<file path="config.mk">
export PLATFORM = sky130hd
export DESIGN_NAME = fir_serial_mac_flat
export DESIGN_NICKNAME = d
export VERILOG_FILES = /design/src/rtl/fir_serial_mac_if.sv /design/src/rtl/fir_serial_mac.sv /design/src/flat_wrapper.sv
export SDC_FILE = /design/constraint.sdc
export NUM_CORES = 2
export LEC_CHECK = 0
export BUFFER_PORTS_ARGS = -buffer_cell sky130_fd_sc_hd__buf_2
export CORE_MARGIN = 10
export CORE_UTILIZATION = 50
export CTS_CLUSTER_SIZE = 20
export DETAILED_ROUTE_END_ITERATION = 7
export PLACE_DENSITY = 0.66
export SLEW_MARGIN = 20
export SYNTH_ARGS = -nofsm -noshare
export SYNTH_HDL_FRONTEND = slang
export SYNTH_SLANG_ARGS = --single-unit
export TNS_END_PERCENT = 20
</file>
<file path="constraint.sdc">
create_clock -name clk -period 10.1 [get_ports clk]
set_clock_uncertainty 0.15 [all_clocks]
set_input_delay 0.505 -clock clk [delete_from_list [all_inputs] [get_ports clk]]
set_output_delay 0.505 -clock clk [all_outputs]
set_load 0.05 [all_outputs]
</file>
<file path="src/rtl/fir_serial_mac_if.sv">
`default_nettype none
// +----------------------------------------------------------------------+
// | Module   : fir_serial_mac_if                                         |
// | Purpose  : Sample, coefficient-write and result bundle for the       |
// |            serial-MAC FIR filter.                                     |
// | Revision : 1.0 - initial release                                     |
// +----------------------------------------------------------------------+
interface fir_serial_mac_if #(
  parameter int COEF_W = 10
);
  logic signed [29:0]       in_data;
  logic                     in_valid;
  logic                     in_ready;
  logic                     coef_we;
  logic [2:0]               coef_addr;
  logic signed [COEF_W-1:0] coef_data;
  logic signed [39:0]       out_data;
  logic                     out_valid;

  // Upstream side: supplies samples and coefficients, consumes results.
  modport master (
    output in_data, in_valid, coef_we, coef_addr, coef_data,
    input  in_ready, out_data, out_valid
  );

  // Filter side.
  modport slave (
    input  in_data, in_valid, coef_we, coef_addr, coef_data,
    output in_ready, out_data, out_valid
  );
endinterface
`default_nettype wire

</file>
<file path="src/rtl/fir_serial_mac.sv">
`default_nettype none
// +----------------------------------------------------------------------+
// | Module   : fir_serial_mac                                            |
// | Purpose  : NTAPS-tap FIR filter with a single time-shared multiplier. |
// |            One sample every NTAPS+2 cycles; saturated 40-bit result.  |
// | Revision : 1.0 - initial release                                     |
// +----------------------------------------------------------------------+
module fir_serial_mac #(
  parameter int NTAPS  = 8,
  parameter int COEF_W = 10
) (
  input  wire logic       clk,
  input  wire logic       rst,
  fir_serial_mac_if.slave bus
);
  localparam int c_data_w = 30;
  localparam int c_prod_w = COEF_W + c_data_w;
  localparam int c_acc_w  = 43;
  localparam int c_out_w  = 40;
  localparam int c_k_w    = (NTAPS > 1) ? $clog2(NTAPS) : 1;

  localparam logic [c_k_w-1:0]          c_k_last  = c_k_w'(NTAPS - 1);
  localparam logic signed [c_out_w-1:0] c_out_max = {1'b0, {(c_out_w-1){1'b1}}};
  localparam logic signed [c_out_w-1:0] c_out_min = {1'b1, {(c_out_w-1){1'b0}}};

  typedef enum logic [1:0] {
    IDLE = 2'd0,
    MAC  = 2'd1,
    DONE = 2'd2
  } state_t;

  state_t                      r_state;
  logic signed [c_data_w-1:0]  r_tap  [NTAPS];
  logic signed [COEF_W-1:0]    r_coef [NTAPS];
  logic signed [c_acc_w-1:0]   r_acc;
  logic [c_k_w-1:0]            r_k;
  logic signed [c_out_w-1:0]   r_out_data;
  logic                        r_out_valid;

  logic signed [c_prod_w-1:0]  w_prod;
  logic signed [c_acc_w-1:0]   w_sum;
  logic signed [c_out_w-1:0]   w_sat;

  assign bus.in_ready  = (r_state == IDLE);
  assign bus.out_data  = r_out_data;
  assign bus.out_valid = r_out_valid;

  // Full-precision product of the current tap pair and the running sum including it.
  always_comb begin
    w_prod = c_prod_w'(r_coef[r_k]) * c_prod_w'(r_tap[r_k]);
    w_sum  = r_acc + c_acc_w'(w_prod);
  end

  // Clamp the running sum into the 40-bit result range; in range when all guard bits match the sign.
  always_comb begin
    w_sat = w_sum[c_out_w-1:0];
    if (w_sum[c_acc_w-1:c_out_w-1] != {(c_acc_w-c_out_w+1){w_sum[c_acc_w-1]}}) begin
      w_sat = w_sum[c_acc_w-1] ? c_out_min : c_out_max;
    end
  end

  // Control FSM plus the datapath registers it sequences: accept, MAC sweep, result strobe.
  always_ff @(posedge clk or negedge rst) begin
    if (!rst) begin
      r_state     <= IDLE;
      r_acc       <= '0;
      r_k         <= '0;
      r_out_data  <= '0;
      r_out_valid <= 1'b0;
      for (int i = 0; i < NTAPS; i++) begin
        r_tap[i]  <= '0;
        r_coef[i] <= '0;
      end
    end else begin
      r_out_valid <= 1'b0;
      case (r_state)
        IDLE: begin
          // Coefficients are only writable here, so a sweep never sees a half-updated set.
          if (bus.coef_we) begin
            for (int i = 0; i < NTAPS; i++) begin
              if (int'(bus.coef_addr) == i) r_coef[i] <= bus.coef_data;
            end
          end
          if (bus.in_valid) begin
            for (int i = NTAPS - 1; i > 0; i--) r_tap[i] <= r_tap[i-1];
            r_tap[0] <= bus.in_data;
            r_acc    <= '0;
            r_k      <= '0;
            r_state  <= MAC;
          end
        end
        MAC: begin
          r_acc <= w_sum;
          r_k   <= r_k + c_k_w'(1);
          if (r_k == c_k_last) begin
            r_out_data <= w_sat;
            r_state    <= DONE;
          end
        end
        DONE: begin
          r_out_valid <= 1'b1;
          r_state     <= IDLE;
        end
        default: r_state <= IDLE;
      endcase
    end
  end
endmodule
`default_nettype wire
</file>
<file path="src/flat_wrapper.sv">
// flat-port wrapper written by rule: the top's interface ports become plain ports
module fir_serial_mac_flat 
#(
  parameter int NTAPS  = 8,
  parameter int COEF_W = 10
)
  (clk, rst, bus_in_data, bus_in_valid, bus_coef_we, bus_coef_addr, bus_coef_data, bus_in_ready, bus_out_data, bus_out_valid);
  fir_serial_mac_if #(.COEF_W(COEF_W)) bus_i ();
  input  wire logic clk;
  input  wire logic rst;
  input wire logic [$bits(bus_i.in_data)-1:0] bus_in_data;
  input wire logic [$bits(bus_i.in_valid)-1:0] bus_in_valid;
  input wire logic [$bits(bus_i.coef_we)-1:0] bus_coef_we;
  input wire logic [$bits(bus_i.coef_addr)-1:0] bus_coef_addr;
  input wire logic [$bits(bus_i.coef_data)-1:0] bus_coef_data;
  output wire logic [$bits(bus_i.in_ready)-1:0] bus_in_ready;
  output wire logic [$bits(bus_i.out_data)-1:0] bus_out_data;
  output wire logic [$bits(bus_i.out_valid)-1:0] bus_out_valid;
  assign bus_i.in_data = bus_in_data;
  assign bus_i.in_valid = bus_in_valid;
  assign bus_i.coef_we = bus_coef_we;
  assign bus_i.coef_addr = bus_coef_addr;
  assign bus_i.coef_data = bus_coef_data;
  assign bus_in_ready = bus_i.in_ready;
  assign bus_out_data = bus_i.out_data;
  assign bus_out_valid = bus_i.out_valid;
  fir_serial_mac #(.NTAPS(NTAPS), .COEF_W(COEF_W)) u_core (.clk(clk), .rst(rst), .bus(bus_i));
endmodule
</file>
Word-level counts from Yosys, hierarchy flattened
Index checks and enable logic that the tools add are counted.
{ "word_totals": {"register_bits": 409, "inputBits": 47, "wordCells": 70, "output_inout_bits": 42} }
{ "classes": {"addsub": 2, "magnitude_cmp": 1, "reduce_logical": 15, "mul": 1, "n_bitwise": 1, "n_eq_ne": 13, "muxes": 16} }
{ "ops": {"columns": ["cell", "count"], "rows": [
  ["binary-select mux 30 bit (select 3 bit)", 1],
  ["one-hot mux 43 bit (2 select lines)", 1],
  ["2-to-1 mux 40 bit", 2],
  ["2-to-1 mux 30 bit", 2],
  ["adder 43 x 40 -> 43 bit", 1],
  ["2-to-1 mux 43 bit", 1],
  ["multiplier 10 x 30 -> 40 bit", 1],
  ["binary-select mux 10 bit (select 3 bit)", 1],
  ["AND reduction 3 bit", 8],
  ["2-to-1 mux 10 bit", 2],
  ["== test 3 bit (second input constant)", 5],
  ["AND reduction 2 bit", 4],
  ["== test 3 x 2 -> 1 bit (second input constant)", 2],
  ["one-hot mux 3 bit (2 select lines)", 1],
  ["greater-or-equal comparator 4 bit (second input constant)", 1],
  ["2-to-1 mux 2 bit", 2],
  ["inverter 3 -> 4 bit", 1],
  ["one-hot mux 2 bit (2 select lines)", 1],
  ["adder 3 x 1 -> 3 bit (second input constant)", 1],
  ["== test 3 x 1 -> 1 bit (second input constant)", 1],
  ["zero test 3 bit", 1],
  ["2-to-1 mux 3 bit", 1],
  ["inequality test 3 bit", 1],
  ["== test 2 x 1 -> 1 bit (second input constant)", 1],
  ["other kinds (6)", 6]
]} }

Depth between registers and ports, before layout
{ "depth": {"word_depth": 8, "mapped_depth": 29, "mapped_depth_nobuf": 24} }

Worst setup path after synthesis
No wires, ideal clock.
{ "synth_timing": {"kind": "register to register", "from": "register u_core.r_k[0]", "to": "register u_core.r_out_data[10] (netlist: u_core.bus.out_data[10])", "arrival_ps": 7195, "setup_slack_ps": 2635, "path_stages_with_launch": 26, "required_time_ps": 9830, "setup_ps": 120, "cell_sequence": "dfrtp_1 > buf_2 > buf_1 > buf_2 > mux4_2 > mux2_2 > nor2b_1 > fa_1 > fa_1 > fa_1 > fa_1 > inv_1 > fa_1 > inv_1 > ha_1 > and3_1 > and2_1 > a221oi_2 > a21boi_2 > o41ai_2 > xnor2_1 > o211ai_1 > buf_4 > buf_6 > a21oi_1 > o21ai_2"} }
{ "synth_between": {"elab_chain_len": 8, "elab_cells_between_ends": 14, "cone_classes": "1 x add/sub; 1 x mul; 2 x eq/ne; 8 x mux; 1 x bitwise; 1 x reduce/logical"} }
{ "synth_lines": {"columns": ["item", "line_no", "text"], "rows": [
  ["start, declared", "fir_serial_mac.sv:36", "logic [c_k_w-1:0] r_k;"],
  ["start signal, assigned", "fir_serial_mac.sv:94", "r_k <= r_k + c_k_w'(1);"],
  ["inverter 3 -> 4 bit (implied by the code)", "fir_serial_mac.sv:50", "w_prod = c_prod_w'(r_coef[r_k]) * c_prod_w'(r_tap[r_k]);"],
  ["binary-select mux 10 bit (select 3 bit) or binary-select mux 30 bit (select 3 bit) (tied branches)", "fir_serial_mac.sv:50", null],
  ["2-to-1 mux 10 bit (implied by the code) or 2-to-1 mux 30 bit (tied branches) (2 in a row)", "fir_serial_mac.sv:50", null],
  ["multiplier 10 x 30 -> 40 bit", "fir_serial_mac.sv:50", null],
  ["adder 43 x 40 -> 43 bit", "fir_serial_mac.sv:51", "w_sum = r_acc + c_acc_w'(w_prod);"],
  ["inequality test 3 bit or 2-to-1 mux 40 bit (tied branches)", "fir_serial_mac.sv:57, fir_serial_mac.sv:58", null],
  ["2-to-1 mux 40 bit", "fir_serial_mac.sv:57", "if (w_sum[c_acc_w-1:c_out_w-1] != {(c_acc_w-c_out_w+1){w_sum[c_acc_w-1]}}) begin"],
  ["end signal, assigned", "fir_serial_mac.sv:96", "r_out_data <= w_sat;"],
  ["end, declared", "fir_serial_mac.sv:37", "logic signed [c_out_w-1:0] r_out_data;"]
]} }
Several ways; a longest one is shown, not always the timed one. The select of a mux whose other input is x is not followed.
A chain may end at the register's enable or synchronous reset.

Worst setup path in the final report
{ "layout_timing": {"from": "register u_core.r_k[0]", "to": "register u_core.r_out_data[1] (netlist: u_core.bus.out_data[1])"} }
The elaborated chain is that of the path after synthesis.

==> results <==
- The run finished with clean final reports.
- The tree is rooted in a sky130_fd_sc_hd__clkbuf_16.
- Summing the areas of all xor and xnor instances in the mapped netlist gives 1.23% of the synthesized area.
- The number of buffers inserted by hold repair at cts is 31.
- The site row count is around 90.
- The number of antenna violations at the first check in global routing was 2.
- In this run the critical register-to-register path is launched from u_core.r_k[0]$_DFFE_PN0P_.
- The total count of max-transition violations in the final report is 0.
- In the synthesized netlist the async set-or-reset flop fraction comes to 100%.
- Summing the areas of all fa, ha and maj instances in the mapped netlist gives approximately 25% of the synthesized area.
- Once detailed placement completed, the half-perimeter wirelength came to 48500 um.
- The floorplan step defined a core boundary enclosing between 0.05 and 0.06 sq mm.
- The met3 routed wirelength is around 3700 um.
- The number of flops mapped to enable cells by yosys is 0.
- The die outline width is about 260 um.
- The detail route stage leaves a number of antenna-violating nets equal to 0.
- The dominant register cell in the synthesized netlist is sky130_fd_sc_hd__dfrtp_1.
- The launch point of the critical path is u_core.r_k[0]$_DFFE_PN0P_.
- Timing would allow up to 116 MHz.
- The maximum cell stage delay along the critical path is 0.80 ns.
- The clock sink count is between 400 and 500.
- Counting cells, the worst reg-to-reg path comes to 22.
- The detailed router placed roughly 19000 vias in this run.
- Relative to the synthesized area, the layout overhead comes to 10.2%.
- The vertical die dimension is between 200 and 300 um.
- The final RePlAce weighted congestion is 0.899.
- In this design, the critical path's most frequently occurring cell is sky130_fd_sc_hd__fa_1.
- The transition time at the pin with the least slew margin is 0.899 ns.
- Once the floorplan was initialized, standard cells occupied 50.5% of the core.
- The number of remaining DRC errors is 0.
- In this run the number of H-tree levels came out at 2.
- The multiplexer area fraction after synthesis is 19.7%.
- Summing the sequential cell areas from Yosys gives roughly a third of the chip area.
- The met1 layer wirelength in the final routing is a little over 30000 um.
- Across the run, the number of max-cap violations was 0.
- The placed cell area is 0.0309 sq mm.
- The capture point of the critical path is u_core.bus.out_data[1]$_DFFE_PN0P_.
- For this block, the initial DRC count from the detailed router was 1338.
- The number of iterations in the first detailed-routing pass is 6.
- Clock-pin slew was measured on the worst setup and hold paths at approximately 0.06 ns.
- The routed length per instance is just under 20 um.
- For this run, the total global-route usage over all layers was measured as between 10% and 20%.
- The share of the clock period used by the worst path after layout is between 80% and 90%.
- Hold is met by 0.0947 ns.
- The path type of the worst setup path is reg2reg.
- The largest fanout on the critical path is 56.
- The type of the worst min-delay path is in2reg.
- The number of global-route vias before repair is 20900.
- Counting both buffers and inverters, the worst setup path holds a total of 5.
- The kind of cell with the highest combined delay along the critical path is adder cells.
- The data required time of the critical path is 10.41 ns.
- The total setup violations reported at the end of the flow is 0.
- The total length of routed met2 wires is just over 30000 um.
- The total overflow left after global routing is 0.
- The synthesized-area fraction occupied by ao, oa, aoi and oai cells is 5.12%.
- Summed over all layers, the routed wires come to 67400 um.
- The total count of hold-check failures in the final report is 0.
- The floorplan step defined a die boundary enclosing 0.0698 sq mm.
- The net count after synthesis is 3037.
- TritonCTS built the clock tree.
- Among all stages on the critical path, the largest delay is contributed by sky130_fd_sc_hd__dfrtp_4.
- Once the clock tree was built, the resizer swapped 0 gates to a different size.
- The end of the worst register-to-register path is u_core.bus.out_data[1]$_DFFE_PN0P_.
- Yosys printed 0 warnings.
- The number of post-CTS setup repair buffers is 0.
- Counting along the longest clock path gives a buffer depth of 3.
- With fillers left out, the area of the finished cells amounts to 0.0328 sq mm.
- The startpoint type of the worst setup path is a register.
- The detailed router used layers up to and including met4.
- The detail-routed via count per cell is 5.54.
- For the final routed database, the setup TNS stands at 0 ns.
- After synthesis, the largest family of logic cells by area is adder cells.
- The share of post-route cells with drive strength above 1 is 24.9%.
- The post-synthesis cell count is 2586.
- Setup slack on the worst reg-to-reg path comes out at 1.45 ns.
- The post-synthesis instance area is slightly below 0.03 sq mm.
- Each instance of the synthesized netlist takes up on average 11.5 sq um.
- Entering global routing, the biggest net connects 198 pins.
- The flip-flop and latch count after synthesis is approximately 410.
- The post-synthesis share of cell area spent on and, or, nand and nor gates is 8.57%.
- 89 I/O pins were placed.
- The routed design could run at a clock period as short as 8.65 ns.
- The capturing element type of the critical path is a register.
- The signal on the critical path passes through buf_12 > mux4_2 > mux2i_2 > buf_4 > nor2b_1 > fa_1 > fa_1 > fa_1 > fa_1 > inv_1 > fa_1 > inv_1 > ha_1 > and3_1 > nand4_1 > o2111ai_1 > nand2_1 > o21ai_0 > xnor2_4 > o21ai_4 > buf_4 > o21ai_0.
- The first global-routing pass estimated between 100000 and 150000 um of wire.
- At the later pin of the worst-skew pair, clock insertion delay measures around 0.60 ns.
- Setup repair after global routing left no endpoint under its margin.
- The depth of the critical timing path with buffers and inverters included is 22.
- In the final design database the tool counted 3099 nets.
- The number of buffers added by the clock tree synthesis step is 46.
- Headroom to the max-slew limit came out at 39.8%.
- The count of different cell masters after synthesis is 62.
- Buffers placed on the I/O ports in this run total 88.
- The data arrival time of the critical path is 8.96 ns.
## registers in the layout (all words and copies together) (netlist names)
register,count
u_core.r_tap,240
u_core.r_coef,80
u_core.r_acc,43
u_core.bus.out_data,40
u_core.r_k,3
u_core.r_state,2
u_core.bus.out_valid,1
## layout by cell type (no fill, tap or decap), types with 30 or more instances in the layout
master	count
sky130_fd_sc_hd__dfrtp_1	406
sky130_fd_sc_hd__inv_1	366
sky130_fd_sc_hd__mux2_2	353
sky130_fd_sc_hd__fa_1	301
sky130_fd_sc_hd__nand2_1	293
sky130_fd_sc_hd__ha_1	103
sky130_fd_sc_hd__buf_2	87
sky130_fd_sc_hd__mux4_2	80
sky130_fd_sc_hd__nor2b_1	74
sky130_fd_sc_hd__a21oi_1	73
sky130_fd_sc_hd__nor2_1	72
sky130_fd_sc_hd__nand3_1	54
sky130_fd_sc_hd__o21ai_0	48
sky130_fd_sc_hd__clkbuf_16	47
sky130_fd_sc_hd__dlygate4sd3_1	31
sky130_fd_sc_hd__xnor2_1	30
sky130_fd_sc_hd__o21ai_2	30
## cell families after synthesis
group / count (synthesis)
XOR/XNOR: 41
AO/OA/AOI/OAI: 233
multiplexers: 442
AND/OR/NAND/NOR: 563
flip-flops: 409
buffers and inverters: 494
adder cells (fa/ha/maj): 404
## worst register-to-register path: stages, from the launching register on
cell and delay (ns):
sky130_fd_sc_hd__dfrtp_4 0.80, sky130_fd_sc_hd__buf_12 0.46, sky130_fd_sc_hd__mux4_2 0.59, sky130_fd_sc_hd__mux2i_2 0.15, sky130_fd_sc_hd__buf_4 0.36, sky130_fd_sc_hd__nor2b_1 0.15, sky130_fd_sc_hd__fa_1 0.57, sky130_fd_sc_hd__fa_1 0.45
sky130_fd_sc_hd__fa_1 0.47, sky130_fd_sc_hd__fa_1 0.49, sky130_fd_sc_hd__inv_1 0.06, sky130_fd_sc_hd__fa_1 0.48, sky130_fd_sc_hd__inv_1 0.05, sky130_fd_sc_hd__ha_1 0.44, sky130_fd_sc_hd__and3_1 0.23, sky130_fd_sc_hd__nand4_1 0.16
sky130_fd_sc_hd__o2111ai_1 0.54, sky130_fd_sc_hd__nand2_1 0.09, sky130_fd_sc_hd__o21ai_0 0.50, sky130_fd_sc_hd__xnor2_4 0.15, sky130_fd_sc_hd__o21ai_4 0.74, sky130_fd_sc_hd__buf_4 0.33, sky130_fd_sc_hd__o21ai_0 0.11
## final cells by class
cell class / instances / area (sq um)
diodes: 1 / 2.50
repair buffers: 142 / 998
well taps: 773 / 967
clock inverters: 16 / 267
multi-input cells: 1683 / 17700
inverters: 366 / 1370
flip-flops and latches: 409 / 10200
clock buffers: 63 / 1310
fillers: 4897 / 26200
## per-stage QoR
step / util, % / std cells / setup slack, ns
after floorplan: - / 2586 / 2.64
after global placement: 52.4 / 3341 / 1.48
after detailed placement: 52.4 / 3341 / 1.44
after CTS: 55.6 / 3451 / 1.41
after global routing: 55.6 / 3453 / 0.981
final: 55.6 / 3453 / 1.45
## cell usage after synthesis, types with 13 or more instances
cell                         n  area (sq um)
sky130_fd_sc_hd__dfrtp_1   409         10200
sky130_fd_sc_hd__inv_1     366          1370
sky130_fd_sc_hd__mux2_2    353          3980
sky130_fd_sc_hd__fa_1      301          6030
sky130_fd_sc_hd__nand2_1   294          1100
sky130_fd_sc_hd__ha_1      103          1290
sky130_fd_sc_hd__clkbuf_1   87           327
sky130_fd_sc_hd__mux4_2     80          1800
sky130_fd_sc_hd__nor2b_1    75           469
sky130_fd_sc_hd__a21oi_1    73           365
sky130_fd_sc_hd__nor2_1     73           274
sky130_fd_sc_hd__nand3_1    54           270
sky130_fd_sc_hd__o21ai_0    48           240
sky130_fd_sc_hd__o21ai_2    30           263
sky130_fd_sc_hd__xnor2_1    30           263
sky130_fd_sc_hd__buf_2      17          85.1
sky130_fd_sc_hd__and2_1     16           100
sky130_fd_sc_hd__buf_1      15          56.3
sky130_fd_sc_hd__and3_1     13          81.3
## layer usage
| metal | global-route usage (%) | vias to the layer above |
|---|---|---|
| met4 | 5.19 | 0 |
| met5 | 0 | - |
| met2 | 30.8 | 482 |
| li1 | - | 8624 |
| met1 | 27.4 | 9930 |
| met3 | 3.70 | 101 |
## worst min-delay path by stage
stage / cells past startpoint / endpoint / slack [ns] / start
2_1_floorplan: 0 / u_core.bus.out_data[0]$_DFFE_PN0P_ / 0.06 / rst
3_3_place_gp: 2 / u_core.bus.out_data[24]$_DFFE_PN0P_ / 0.31 / u_core.bus.out_data[24]$_DFFE_PN0P_
3_5_place_dp: 2 / u_core.bus.out_data[32]$_DFFE_PN0P_ / 0.31 / u_core.bus.out_data[32]$_DFFE_PN0P_
4_1_cts: 2 / u_core.r_coef[36]$_DFFE_PN0P_ / 0.06 / bus_coef_data[6]
5_1_grt: 2 / u_core.r_coef[59]$_DFFE_PN0P_ / 0.08 / bus_coef_data[9]
6_report: 2 / u_core.r_coef[59]$_DFFE_PN0P_ / 0.09 / bus_coef_data[9]
Power is not shown: default switching activity piles up to over one toggle a cycle in this logic, so the estimate is an artifact.
